`src/rtl/sdfm_input_seq.sv`:
```
// sdfm_input_seq: applies input-mode/divider changes to the ICU at safe points,
// holds the sinc filter in reset while the input settles, and locks onto clock edges.
// Latency: all outputs registered, valid the cycle after the causing state transition.
// Backpressure: cfg_wr is dropped while cfg_busy; no other flow control.
// Build option: define SDFM_INSEQ_AUTORETRY_EN for automatic retry out of FAULT.
module sdfm_input_seq #(
  parameter int SETTLE_CYC = 64,
  parameter int LOCK_EDGES = 16,
  parameter int LOCK_TMO   = 4096,
  parameter int DRAIN_CYC  = 4
) (
  input  logic       SYSRSTn,
  input  logic       SYSCLK,
  input  logic       cfg_en,
  input  logic       cfg_wr,
  input  logic [1:0] cfg_inmod,
  input  logic [3:0] cfg_indiv,
  input  logic       fault_clr,
  input  logic       sd_clk_in,
  input  logic       detect_err,
  output logic [1:0] reg_inmod,
  output logic [3:0] reg_indiv,
  output logic       flt_rstn,
  output logic       flt_en,
  output logic       cfg_busy,
  output logic       irq_fault,
  output logic       fault_sticky,
  output logic [1:0] fault_cause,
  output logic [2:0] state
);

  localparam logic [2:0] S_IDLE   = 3'd0;
  localparam logic [2:0] S_DRAIN  = 3'd1;
  localparam logic [2:0] S_SWITCH = 3'd2;
  localparam logic [2:0] S_SETTLE = 3'd3;
  localparam logic [2:0] S_LOCK   = 3'd4;
  localparam logic [2:0] S_RUN    = 3'd5;
  localparam logic [2:0] S_FAULT  = 3'd6;

  localparam logic [1:0] CAUSE_CLK_LOST = 2'b01;
  localparam logic [1:0] CAUSE_LOCK_TMO = 2'b10;

  // Edge counter is just wide enough to hold LOCK_EDGES itself.
  localparam int EW = $clog2(LOCK_EDGES + 1);

  // Last-cycle markers: the general cycle counter starts at 0 on state entry,
  // so a phase of N cycles ends when the counter reads N-1.
  localparam logic [15:0] SETTLE_LAST = 16'(SETTLE_CYC - 1);
  localparam logic [15:0] DRAIN_LAST  = 16'(DRAIN_CYC - 1);
  localparam logic [EW-1:0] EDGE_TGT  = EW'(LOCK_EDGES);
  localparam logic [16:0] TMO_TGT     = 17'(LOCK_TMO);

  logic [2:0]    nxt;
  logic [1:0]    cause_nxt;
  logic          fault_entry;
  logic          switch_entry;

  logic [1:0]    sh_inmod;
  logic [3:0]    sh_indiv;
  logic          sh_ld;
  logic [1:0]    sh_inmod_nxt;
  logic [3:0]    sh_indiv_nxt;

  logic          prev;
  logic          rise;

  logic [15:0]   cyc_cnt;
  logic [15:0]   cyc_inc;
  logic [15:0]   tmo_cnt;
  logic [15:0]   tmo_inc;
  logic [EW-1:0] edge_cnt;
  logic [EW-1:0] edge_inc;

  logic          lock_ok;
  logic          lock_tmo;
  logic          stay_lock;

`ifdef SDFM_INSEQ_AUTORETRY_EN
  localparam logic [15:0] RETRY_WAIT_LAST = 16'd255;
  logic [1:0]    retry_cnt;
  logic          retry_go;
`endif

  // Shadow accepts a write only while no switch sequence is in flight; the
  // next-value is forwarded so a write coincident with SWITCH entry is applied.
  assign sh_ld        = cfg_wr & ~cfg_busy;
  assign sh_inmod_nxt = sh_ld ? cfg_inmod : sh_inmod;
  assign sh_indiv_nxt = sh_ld ? cfg_indiv : sh_indiv;

  assign rise = sd_clk_in & ~prev;

  // All counters saturate rather than wrap.
  assign cyc_inc  = (cyc_cnt == 16'hFFFF) ? cyc_cnt : cyc_cnt + 16'd1;
  assign tmo_inc  = (tmo_cnt == 16'hFFFF) ? tmo_cnt : tmo_cnt + 16'd1;
  assign edge_inc = (edge_cnt == {EW{1'b1}}) ? edge_cnt : edge_cnt + EW'(1);

  // Lock succeeds on the clean edge that brings the count to target; the
  // timeout uses the post-increment value so LOCK lasts exactly LOCK_TMO cycles.
  assign lock_ok  = rise & ~detect_err & (edge_inc >= EDGE_TGT);
  assign lock_tmo = ({1'b0, tmo_inc} >= TMO_TGT);

`ifdef SDFM_INSEQ_AUTORETRY_EN
  assign retry_go = (cyc_cnt >= RETRY_WAIT_LAST) && (retry_cnt != 2'd3);
`endif

  // Next-state decode; priority is channel disable, then fault, then config write.
  always_comb begin
    nxt       = state;
    cause_nxt = 2'b00;
    case (state)
      S_IDLE: begin
        if (cfg_en) nxt = S_SWITCH;
      end
      S_DRAIN: begin
        // Drain always completes so the filter flushes cleanly, even on disable.
        if (cyc_cnt >= DRAIN_LAST) nxt = cfg_en ? S_SWITCH : S_IDLE;
      end
      S_SWITCH: begin
        nxt = cfg_en ? S_SETTLE : S_IDLE;
      end
      S_SETTLE: begin
        if (!cfg_en)                     nxt = S_IDLE;
        else if (cyc_cnt >= SETTLE_LAST) nxt = S_LOCK;
      end
      S_LOCK: begin
        if (!cfg_en) begin
          nxt = S_IDLE;
        end else if (lock_tmo) begin
          nxt       = S_FAULT;
          cause_nxt = CAUSE_LOCK_TMO;
        end else if (lock_ok) begin
          nxt = S_RUN;
        end
      end
      S_RUN: begin
        if (!cfg_en) begin
          nxt = S_DRAIN;
        end else if (detect_err) begin
          nxt       = S_FAULT;
          cause_nxt = CAUSE_CLK_LOST;
        end else if (cfg_wr) begin
          nxt = S_DRAIN;
        end
      end
      S_FAULT: begin
        if (!cfg_en || fault_clr) nxt = S_IDLE;
`ifdef SDFM_INSEQ_AUTORETRY_EN
        else if (retry_go)        nxt = S_SWITCH;
`endif
      end
      default: nxt = S_IDLE;
    endcase
  end

  assign fault_entry  = (nxt == S_FAULT) && (state != S_FAULT);
  assign switch_entry = (nxt == S_SWITCH) && (state != S_SWITCH);
  assign stay_lock    = (state == S_LOCK) && (nxt == S_LOCK);

  // State register and registered outputs, all derived from the next state.
  always_ff @(posedge SYSCLK or negedge SYSRSTn) begin
    if (!SYSRSTn) begin
      state     <= S_IDLE;
      flt_rstn  <= 1'b0;
      flt_en    <= 1'b0;
      cfg_busy  <= 1'b0;
      irq_fault <= 1'b0;
    end else begin
      state     <= nxt;
      flt_rstn  <= (nxt == S_RUN) || (nxt == S_DRAIN);
      flt_en    <= (nxt == S_RUN);
      cfg_busy  <= (nxt == S_DRAIN) || (nxt == S_SWITCH) ||
                   (nxt == S_SETTLE) || (nxt == S_LOCK);
      irq_fault <= fault_entry;
    end
  end

  // Shadow registers capture host writes; applied registers update on SWITCH entry.
  always_ff @(posedge SYSCLK or negedge SYSRSTn) begin
    if (!SYSRSTn) begin
      sh_inmod  <= 2'b00;
      sh_indiv  <= 4'd0;
      reg_inmod <= 2'b00;
      reg_indiv <= 4'd0;
    end else begin
      sh_inmod <= sh_inmod_nxt;
      sh_indiv <= sh_indiv_nxt;
      if (switch_entry) begin
        reg_inmod <= sh_inmod_nxt;
        reg_indiv <= sh_indiv_nxt;
      end
    end
  end

  // Fault status: entry sets (and wins over a simultaneous clear), fault_clr clears.
  always_ff @(posedge SYSCLK or negedge SYSRSTn) begin
    if (!SYSRSTn) begin
      fault_sticky <= 1'b0;
      fault_cause  <= 2'b00;
    end else if (fault_entry) begin
      fault_sticky <= 1'b1;
      fault_cause  <= cause_nxt;
    end else if (fault_clr) begin
      fault_sticky <= 1'b0;
      fault_cause  <= 2'b00;
    end
  end

  // Edge detector history and the per-state cycle counter (cleared on any transition).
  always_ff @(posedge SYSCLK or negedge SYSRSTn) begin
    if (!SYSRSTn) begin
      prev    <= 1'b0;
      cyc_cnt <= 16'd0;
    end else begin
      prev    <= sd_clk_in;
      cyc_cnt <= (nxt != state) ? 16'd0 : cyc_inc;
    end
  end

  // Lock counters run only while remaining in LOCK; clean edges count, errors restart.
  always_ff @(posedge SYSCLK or negedge SYSRSTn) begin
    if (!SYSRSTn) begin
      tmo_cnt  <= 16'd0;
      edge_cnt <= {EW{1'b0}};
    end else if (!stay_lock) begin
      tmo_cnt  <= 16'd0;
      edge_cnt <= {EW{1'b0}};
    end else begin
      tmo_cnt <= tmo_inc;
      if (detect_err)  edge_cnt <= {EW{1'b0}};
      else if (rise)   edge_cnt <= edge_inc;
    end
  end

`ifdef SDFM_INSEQ_AUTORETRY_EN
  // Retry budget: consumed on each automatic FAULT->SWITCH, refilled by RUN or IDLE.
  always_ff @(posedge SYSCLK or negedge SYSRSTn) begin
    if (!SYSRSTn) begin
      retry_cnt <= 2'd0;
    end else if ((nxt == S_RUN) || (nxt == S_IDLE)) begin
      retry_cnt <= 2'd0;
    end else if ((state == S_FAULT) && (nxt == S_SWITCH) && (retry_cnt != 2'd3)) begin
      retry_cnt <= retry_cnt + 2'd1;
    end
  end
`endif

endmodule

```
`config.mk`:
```
export PLATFORM = sky130hd
export DESIGN_NAME = sdfm_input_seq
export DESIGN_NICKNAME = d
export VERILOG_FILES = /design/src/rtl/sdfm_input_seq.sv
export SDC_FILE = /design/constraint.sdc
export NUM_CORES = 1
export LEC_CHECK = 0
export CAP_MARGIN = 20
export CORE_MARGIN = 2
export CORE_UTILIZATION = 35
export DETAILED_ROUTE_END_ITERATION = 8
export MAX_ROUTING_LAYER = met4
export PLACE_DENSITY = 0.52
export SYNTH_ARGS = -nofsm -noshare
export SYNTH_HDL_FRONTEND = slang
export SYNTH_SLANG_ARGS = --single-unit
```
`constraint.sdc`:
```
create_clock -name SYSCLK -period 6.7 [get_ports SYSCLK]
set_input_delay 0.67 -clock SYSCLK [delete_from_list [all_inputs] [get_ports SYSCLK]]
set_output_delay 0.67 -clock SYSCLK [all_outputs]
set_load 0.05 [all_outputs]
```
Word level (Yosys, flattened, before mapping)
Index checks and enable logic that the tools add are counted.
{ "classes": {"addsub": 3, "multipliers": 0, "div": 0, "magnitude_cmp": 4, "eq_ne": 20, "shift": 0, "n_mux": 33, "bitwise_logic": 7, "n_reduce_logical": 11} }
{ "op_table": {"columns": ["operator", "n"], "rows": [
  ["2-to-1 mux 16 bit", 4],
  ["2-to-1 mux 3 bit", 11],
  ["adder 16 x 1 -> 16 bit, second input constant", 2],
  ["equality test 16 bit, second input constant", 2],
  ["one-hot mux 3 bit (7 select lines)", 1],
  ["2-to-1 mux 5 bit", 4],
  ["equality test 3 bit, second input constant", 6],
  ["greater-or-equal comparator 16 x 13 -> 1 bit, second input constant", 1],
  ["greater-or-equal comparator 16 x 2 -> 1 bit, second input constant", 1],
  ["greater-or-equal comparator 16 x 6 -> 1 bit, second input constant", 1],
  ["2-to-1 mux 2 bit", 7],
  ["equality test 3 x 2 -> 1 bit, second input constant", 4],
  ["equality test 3 x 1 -> 1 bit, second input constant", 2],
  ["inequality test 3 bit, second input constant", 2],
  ["adder 5 x 1 -> 5 bit, second input constant", 1],
  ["equality test 5 bit, second input constant", 1],
  ["greater-or-equal comparator 5 bit, second input constant", 1],
  ["logical OR 1 bit", 5],
  ["bitwise AND 1 bit", 4],
  ["2-to-1 mux 1 bit", 4],
  ["2-to-1 mux 4 bit", 1],
  ["one-hot mux 2 bit (2 select lines)", 1],
  ["logical AND 1 bit", 3],
  ["logical NOT 3 bit", 1],
  ["6 further kinds", 8]
]} }
{ "word_totals": {"ff_bits": 60, "latch_bits": 0, "ramBits": 0, "mem_bits_ro": 0, "input_bits": 13, "word_cells": 93, "mem_count": 0} }

Logic depth before layout (Yosys ltp)
Gate-level depths: netlist of run 1.
{ "logic_depth": {"word_depth": 12, "mapped_depth": 10, "mapped_depth_nobuf": 9} }

Least setup slack after synthesis of run 1
OpenSTA, ideal clock, no wires.
{ "synth_path": {"path_type": "flip-flop to flip-flop", "startpoint": "register state[1]", "endpoint": "register cyc_cnt[11]", "setup_ns": 0.119, "t_arrival_ns": 2.355, "required_ns": 6.581, "slack_ns": 4.226, "stages_incl_launch_ff": 10, "synth_period_minus_slack_ns": 2.474, "cell_sequence": "dfrtp_1 > buf_2 > and3b_1 > nand2_1 > or3_1 > and3_1 > buf_6 > mux2_4 > buf_6 > and2_1"} }
{ "synth_via": {"elab_chain_cells": 6, "elab_cells_between_ends": 22, "classes_between": "eq/ne: 8; mux: 13; reduce/logical: 1"} }
{ "synth_rtl": {"columns": ["element", "line", "rtl"], "rows": [
  ["from (decl)", "29", "output logic [2:0] state"],
  ["from (signal assigned)", "168", "state <= nxt;"],
  ["2-to-1 mux 3 bit, on equally long branches", "141, 131", null],
  ["2-to-1 mux 3 bit, on equally long branches", "138, 128", null],
  ["2-to-1 mux 3 bit, on equally long branches", "136, 126", null],
  ["one-hot mux 3 bit (7 select lines)", "110", "case (state)"],
  ["inequality test 3 bit *", "215", "cyc_cnt <= (nxt != state) ? 16'd0 : cyc_inc;"],
  ["inequality test 2 x 1 -> 1 bit (no source line) / 2-to-1 mux 16 bit (equally long branches)", null, null],
  ["to (signal assigned)", "215", null],
  ["to (decl)", "67", "logic [15:0] cyc_cnt;"]
]} }
Mark *: on every way between the ends. The rest lies on a longest branch, timed or not.
A chain may end at the register's enable or synchronous reset.

Worst setup path in the final report of run 1
{ "layout_path": {"startpoint": "register tmo_cnt[0]", "endpoint": "register tmo_cnt[8]"} }
{ "layout_via": {"elab_chain_cells": 9, "elab_cells_between_ends": 10, "classes_between": "add/sub: 1; order compare: 1; eq/ne: 2; mux: 5; reduce/logical: 1"} }
{ "layout_rtl": {"columns": ["element", "line", "rtl"], "rows": [
  ["from (decl)", "69", "logic [15:0] tmo_cnt;"],
  ["from (signal assigned)", "228", "tmo_cnt <= tmo_inc;"],
  ["adder 16 x 1 -> 16 bit / equality test 16 bit (equally long branches)", "94", "assign tmo_inc = (tmo_cnt == 16'hFFFF) ? tmo_cnt : tmo_cnt + 16'd1;"],
  ["2-to-1 mux 16 bit *", "94", null],
  ["greater-or-equal comparator 16 x 13 -> 1 bit", "100", "assign lock_tmo = ({1'b0, tmo_inc} >= TMO_TGT);"],
  ["2-to-1 mux 3 bit", "128", "end else if (lock_tmo) begin"],
  ["2-to-1 mux 3 bit", "126", "if (!cfg_en) begin"],
  ["one-hot mux 3 bit (7 select lines)", "110", null],
  ["equality test 3 bit", "157", "assign stay_lock = (state == S_LOCK) && (nxt == S_LOCK);"],
  ["logical AND 1 bit", "157", null],
  ["2-to-1 mux 16 bit *", "224", "end else if (!stay_lock) begin"]
]} }
Marked as above.

==> results.ini, run 1 <==
[sta]
timing.slew.headroom_pct=49.4
setup_viol=0
tightest_slew_ps=759
finClkSkew_ps=10.5
drv_slew=0
setup_tns_ps=0
finalCriticalPeriod_ps=2740
grt_setup_unrepaired=false
timing.fmax_ghz=0.365
finalHoldViolations=0
fin_crit_sh_pct=40.9

[yosys]
synthAdderAreaFrac_pct=1.27
synth.area.mux_share_pct=6.46
synth_edf_count=0
yosys.area_share.simple_pct=24.8
ys_ff_latch=60
ys_types=52
synthCells=289
seq_area_frac_synth_pct=50.7
synth_area_leader_cell=dfrtp_1
synth_compound_area_share_pct=7.56
async_reset_ff_share_pct=100
avgSynthCellArea_sq_um=10.3
synth_area_leaders=dfrtp_1, mux2_2, xnor2_1
synth-xor-area-share_pct=6.80
synth_top_area_share_pct=50.7
synthesis.area_sq_um=2960
synth_top_family_by_area=simple AND/OR/NAND/NOR gates
synth_ff_type=dfrtp_1
yosysWarnings=0

[clocking]
clk_root_buffer_cell=clkbuf_8
cts_made_buffers=9
cts-htree-levels=3
numClockSinks=60
clk_pin_slew_ps=70
ctsResizeCount=0
cts_buffer_depth=2
holdBufCountCts=0
post-cts-setup-buffer-count=0
clock_latency_ps=330
cts_tree=yes

[die]
die_y_um=96.0
dieArea_sq_um=9220
ios=29
core_sq_um=8220
die_w_um=96.0
start_util_pct=36.1
core.rowCount=33

[final_layout]
nFillCells=796
drive_gt1_share_pct=13.0
n_antenna_cell=0
area_growth_pct=20.5
fin_area_sq_um=3570
layout.nets=341

[global_routing]
grt-ovfl-total=0
track_usage_pct=15.1
antenna_found_initial=0
grt_max_degree=61
grt_pass1_wl_um=10400
grt_pass1_vias=2191

[placement]
gp_congestion=0.772
port_buffers=28
place_area_sq_um=3350
dp_hpwl_um=3980

[pwr]
power.density_nw_per_um2=334
irDropWorstVdd_v=0.000197
leakagePower_uw=0.00153

[critical_path]
cp-start-kind=flop
crit_start=tmo_cnt[0]
critPathRequiredTime_ps=6940
path_max_fanout=12
critPathKind=flop to flop
r2r-start=tmo_cnt[0]
critPathCaptureType=flop
cp_data_arrival_time_ps=2980

[route]
wl_um=6020
route.antenna.remaining_nets=0
avgViaCountPerCell=5.05
drtIter0Drc=70
wire_per_inst_um=13.8
drcViolationCount=0
drt_pass1_iterations=4
num_vias=2197

[min_path]
hold_path.class=input port to async pin

[run]
max-cap-violations=0

[run_status]
status=completed

[registers in the layout (all words and copies together), names as in the netlist]
| register | cells |
|---|---|
| cyc_cnt | 16 |
| tmo_cnt | 16 |
| edge_cnt | 5 |
| reg_indiv | 4 |
| sh_indiv | 4 |
| state | 3 |
| fault_cause | 2 |
| reg_inmod | 2 |
| sh_inmod | 2 |
| cfg_busy | 1 |
| fault_sticky | 1 |
| flt_en | 1 |
| flt_rstn | 1 |
| irq_fault | 1 |
| prev | 1 |
[cells by family (layout without fill, tap and decap cells)]
kind of cell,count (synthesis),after routing
flip-flops,60,60
XOR/XNOR,23,23
other,1,4
buffers and inverters,13,51
AO/OA/AOI/OAI,33,33
AND/OR/NAND/NOR,139,139
multiplexers,17,17
adder cells (fa/ha/maj),3,3
[worst paths after layout]
kind,endpoint,depth (start not counted),slack (ps)
max in group asynchronous,tmo_cnt[8],2,5710
max,tmo_cnt[8],8,3960
min in group SYSCLK,sh_indiv[2],1,490
max reg2reg,tmo_cnt[8],8,3960
min reg2reg,sh_indiv[2],1,490
min,cyc_cnt[15],2,490
[layout make-up]
type | instances | area (sq um) | area share (%)
Sequential cell | 60 | 1500 | 42.0
Multi-Input combinational cell | 219 | 1410 | 39.3
Timing Repair Buffer | 29 | 283 | 7.92
Clock buffer | 10 | 138 | 3.85
Tap cell | 105 | 131 | 3.68
Clock inverter | 6 | 87.6 | 2.45
Inverter | 6 | 25.0 | 0.701
[cell usage after synthesis (all sizes together) (2+ instances only)]
cell type	count
nor2	31
nand3b	3
and3	6
ha	3
a21boi	2
xor2	9
a31oi	2
a31o	2
inv	6
nor3	7
nand3	18
or3	3
dfrtp	60
and4	4
o21ai	6
clkbuf	3
nand2b	4
nand4	8
o211a	2
mux2	14
nor4	4
nand2	28
or2	5
mux2i	3
a21oi	9
buf	4
and2	13
xnor2	14
nor2b	2
[layer usage]
layer,track usage (%),part of all wire [%]
met1,20.5,51
met2,22.5,43
met3,3.29,4.8
met4,5.36,1.1
met5,-,0
[cell usage in the layout (no fill, tap or decap), types with 4 or more instances in the layout]
cell,instances
nand2_1,28
nand2b_1,4
nor2_1,30
nand4_1,8
or2_2,5
nor3_1,7
clkdlybuf4s50_1,27
inv_1,5
conb_1,4
a21oi_1,9
xor2_1,9
xnor2_1,14
nand3_1,17
clkbuf_8,10
dfrtp_1,60
o21ai_0,6
mux2_2,12
and4_1,4
and2_1,13
and3_1,6
[where the power goes]
part | leakage [uW] | internal (uW) | switching (uW) | total [uW]
Sequential | 0.000791 | 418 | 40.0 | 458
Combinational | 0.000637 | 145 | 223 | 368
Clock | 0.000105 | 219 | 147 | 366
[per-stage QoR]
| step | worst slack, ps | power (uW) | cells | utilization (%) | hold slack (ps) |
|---|---|---|---|---|---|
| 2_1_floorplan | 4230 | 730 | 292 | - | 374 |
| 3_3_place_gp | 3790 | 832 | 419 | 40.7 | 480 |
| 3_5_place_dp | 3730 | 830 | 419 | 40.7 | 480 |
| 4_1_cts | 3920 | 1210 | 435 | 43.5 | 498 |
| 5_1_grt | 3720 | 1260 | 435 | 43.5 | 513 |
| 6_report | 3960 | 1190 | 435 | 43.5 | 488 |
[worst max-delay path, cell delays in order, from the launching register on]
cell and delay (ps):
dfrtp_1 410, ha_1 190, nand3_1 130, or4_1 580, nand2_1 130, a31o_1 170
and3_1 320, nand3b_1 430, nor3_1 300
Power figures use the tool's default switching activity.
==> run 2: changes to the inputs <==
- PLACE_DENSITY: 0.52 -> 0.54
- clock period: 6.7 -> 2.4 ns (I/O delays scaled with it)
==> run 2 against run 1 <==
- critical path depth shrank 1
- flip-flop and latch count is the same
- wire length grew 8.2%
- combinational power grew to 3.3 times the previous value
- critical endpoint is now cyc_cnt[2]
- hold slack lost 140 ps
- die area is the same
- largest cell class is now multi-input gates
==> results.ini, run 2 (synthesized netlist as in run 1, its figures left out) <==
[critical_path]
cpMaxStageDelayCell=or4_4
critPathBufInv=0  ; unchanged
crit_end=cyc_cnt[2]
crit_start=tmo_cnt[11]
crit_family=simple AND/OR/NAND/NOR gates
r2r_slack_ps=130  ; -3830 ps
critPathCaptureType=flop
cp_data_arrival_time_ps=2500  ; -480 ps
r2r-start=tmo_cnt[11]
r2r_cells=7  ; -1
critical_path_depth=7  ; -1
critPathRequiredTime_ps=2630  ; -4310 ps
path_max_fanout=8  ; -4
worstReg2RegEnd=cyc_cnt[2]
critPathKind=flop to flop
cp-start-kind=flop
critPathMaxStageDelay_ps=590  ; about the same
crit_chain=nand4_1 -> or4_4 -> nand2_2 -> a31o_1 -> and3_4 -> mux2_4 -> nor3b_2

[final_layout]
mostFrequentLayoutCell=dfrtp_1
layout.nets=377  ; +11%
multi_input_area_sq_um=1510  ; +7.7%
nFillCells=744  ; -6.5%
area_growth_pct=34.3
regArea_sq_um=1500  ; +0.17%
drive_gt1_share_pct=24.9  ; +12 points
n_antenna_cell=0  ; unchanged
largest_registers=cyc_cnt x16, tmo_cnt x16, edge_cnt x5
most-common-layout-cells=dfrtp_1, buf_4, nor2_1, nand2_1, clkdlybuf4s50_1

[global_routing]
grt-ovfl-total=0  ; unchanged
grt_max_degree=34  ; -44%
track_usage_pct=16.2  ; +1.1 points
grt_pass1_vias=2257  ; +3.0%
antenna_found_initial=0  ; unchanged
grt_pass1_wl_um=10900  ; +4.3%

[min_path]
hold_path.class=input port to flop
hold_start=sd_clk_in
hold-path-cell-count=1

[route]
avgViaCountPerCell=4.92  ; -2.6%
num_vias=2318  ; +5.5%
route.antenna.remaining_nets=0  ; unchanged
drt_pass1_iterations=4  ; unchanged
wl_um=6520  ; +8.2%
drtIter0Drc=77  ; +10%
wire_per_inst_um=13.8  ; about the same
drcViolationCount=0  ; unchanged

[placement]
port_buffers=28  ; unchanged
gp_congestion=0.804  ; +4.2%
pre_cts_ws_ps=-86.4  ; -3810 ps
dp_hpwl_um=4550  ; +14%

[die]
die_y_um=96.0  ; unchanged
core.rowCount=33  ; unchanged
ios=29  ; unchanged
start_util_pct=36.1  ; unchanged
die_w_um=96.0  ; unchanged
dieArea_sq_um=9220  ; unchanged
core_sq_um=8220  ; unchanged

[clocking]
cts_tree=yes
numClockSinks=60  ; unchanged
cts-htree-levels=3  ; unchanged
clk_root_buffer_cell=clkbuf_8
cts_made_buffers=9  ; unchanged
clock_latency_ps=350  ; +20 ps
cts_buffer_depth=2  ; unchanged
clk_pin_slew_ps=80  ; about the same

[pwr]
p_int_uw=2370  ; +200%
p_comb_share_pct=33.6  ; +2.7 points
p_sw_uw=1240  ; +200%
irDropWorstVdd_v=0.000687  ; +250%
power_frac_seq_pct=34.7  ; -3.7 points
clock_power_share_pct=31.7  ; +1.0 points
leakagePower_uw=0.00176  ; +15%
power.density_nw_per_um2=907  ; +170%
switching_share_pct=34.4  ; -0.062 points

[sta]
finClkSkew_ps=6.53  ; -3.97 ps
fin_ws_ps=127  ; -3830 ps
finalCriticalPeriod_ps=2270  ; -467 ps
setup_viol=0  ; unchanged
holdWs_ps=347  ; -140 ps
timing.slew.headroom_pct=56.4  ; +7.0 points
timing.fmax_ghz=0.440  ; +21%
drv_slew=0  ; unchanged
finalHoldViolations=0  ; unchanged
fin_crit_sh_pct=94.7  ; +54 points
tightest_slew_ps=654  ; -105 ps

[run]
max-cap-violations=0  ; unchanged

[run_status]
status=completed

run 2: cell types whose count changed in the layout (fill, tap and decap cells not counted), sizes merged:
cell         previous run  this run
inv                     6         7
clkbuf                 10         9
bufinv                  2         3
buf                     2        36
mux2                   14        15
dlygate4sd3             0         1
clkinv                  1         2
clkinvlp                3         1
run 2: layout make-up:
cell class	count	area share (%)
clock buffer	9	3.11
clock inverter	7	3.11
inverter	6	0.629
multi-input combinational	220	38.0
sequential	60	37.8
tap	105	3.30
timing repair buffer	64	14.1
run 2: worst min path at each step:
| stage | endpoint | slack [ps] |
|---|---|---|
| 6_report | prev | 350 |
| 5_1_grt | prev | 370 |
| 4_1_cts | prev | 340 |
| 3_5_place_dp | edge_cnt[2] | 310 |
| 3_3_place_gp | edge_cnt[2] | 310 |
| 2_1_floorplan | cfg_busy | -60 |
run 2: repair_timing:
item                                    in CTS  in global routing
resized for setup                            9                 11
gates cloned                                 1                  0
endpoints found under the setup margin      28                 31
hold buffers                                 1                  0
endpoints found under the hold margin       27                  0
buffers inserted                             0                  1
pin swaps                                    0                  6
run 2: routing by layer:
metal | track usage, % | part of all wire, % | vias up
li1 | - | - | 1163
met1 | 21.6 | 50 | 1109
met2 | 24.1 | 45 | 37
met3 | 3.76 | 3.1 | 9
met4 | 6.43 | 1.4 | 0
met5 | - | 0 | -
run 2: through the flow:
| step | TNS (ps) | total power, uW | util (%) | cell area (sq um) | instances |
|---|---|---|---|---|---|
| finish | 0 | 3610 | 48.5 | 3980 | 471 |
| global route | -4.69 | 3800 | 48.5 | 3980 | 471 |
| floorplan | 0 | 2040 | - | 2980 | 292 |
| detailed placement | -1540 | 2380 | 43.9 | 3610 | 452 |
| global placement | -433 | 2360 | 43.9 | 3610 | 452 |
| CTS | 0 | 3640 | 47.7 | 3920 | 470 |
run 2: power groups by stage:
| stage | Clock [uW] | Sequential (uW) | Combinational, uW |
|---|---|---|---|
| finish | 1150 | 1250 | 1210 |
| detailed placement | 0 | 1270 | 1110 |
| floorplan | 0 | 1540 | 498 |
| global placement | 0 | 1270 | 1090 |
| CTS | 1170 | 1260 | 1210 |
| global route | 1230 | 1270 | 1300 |
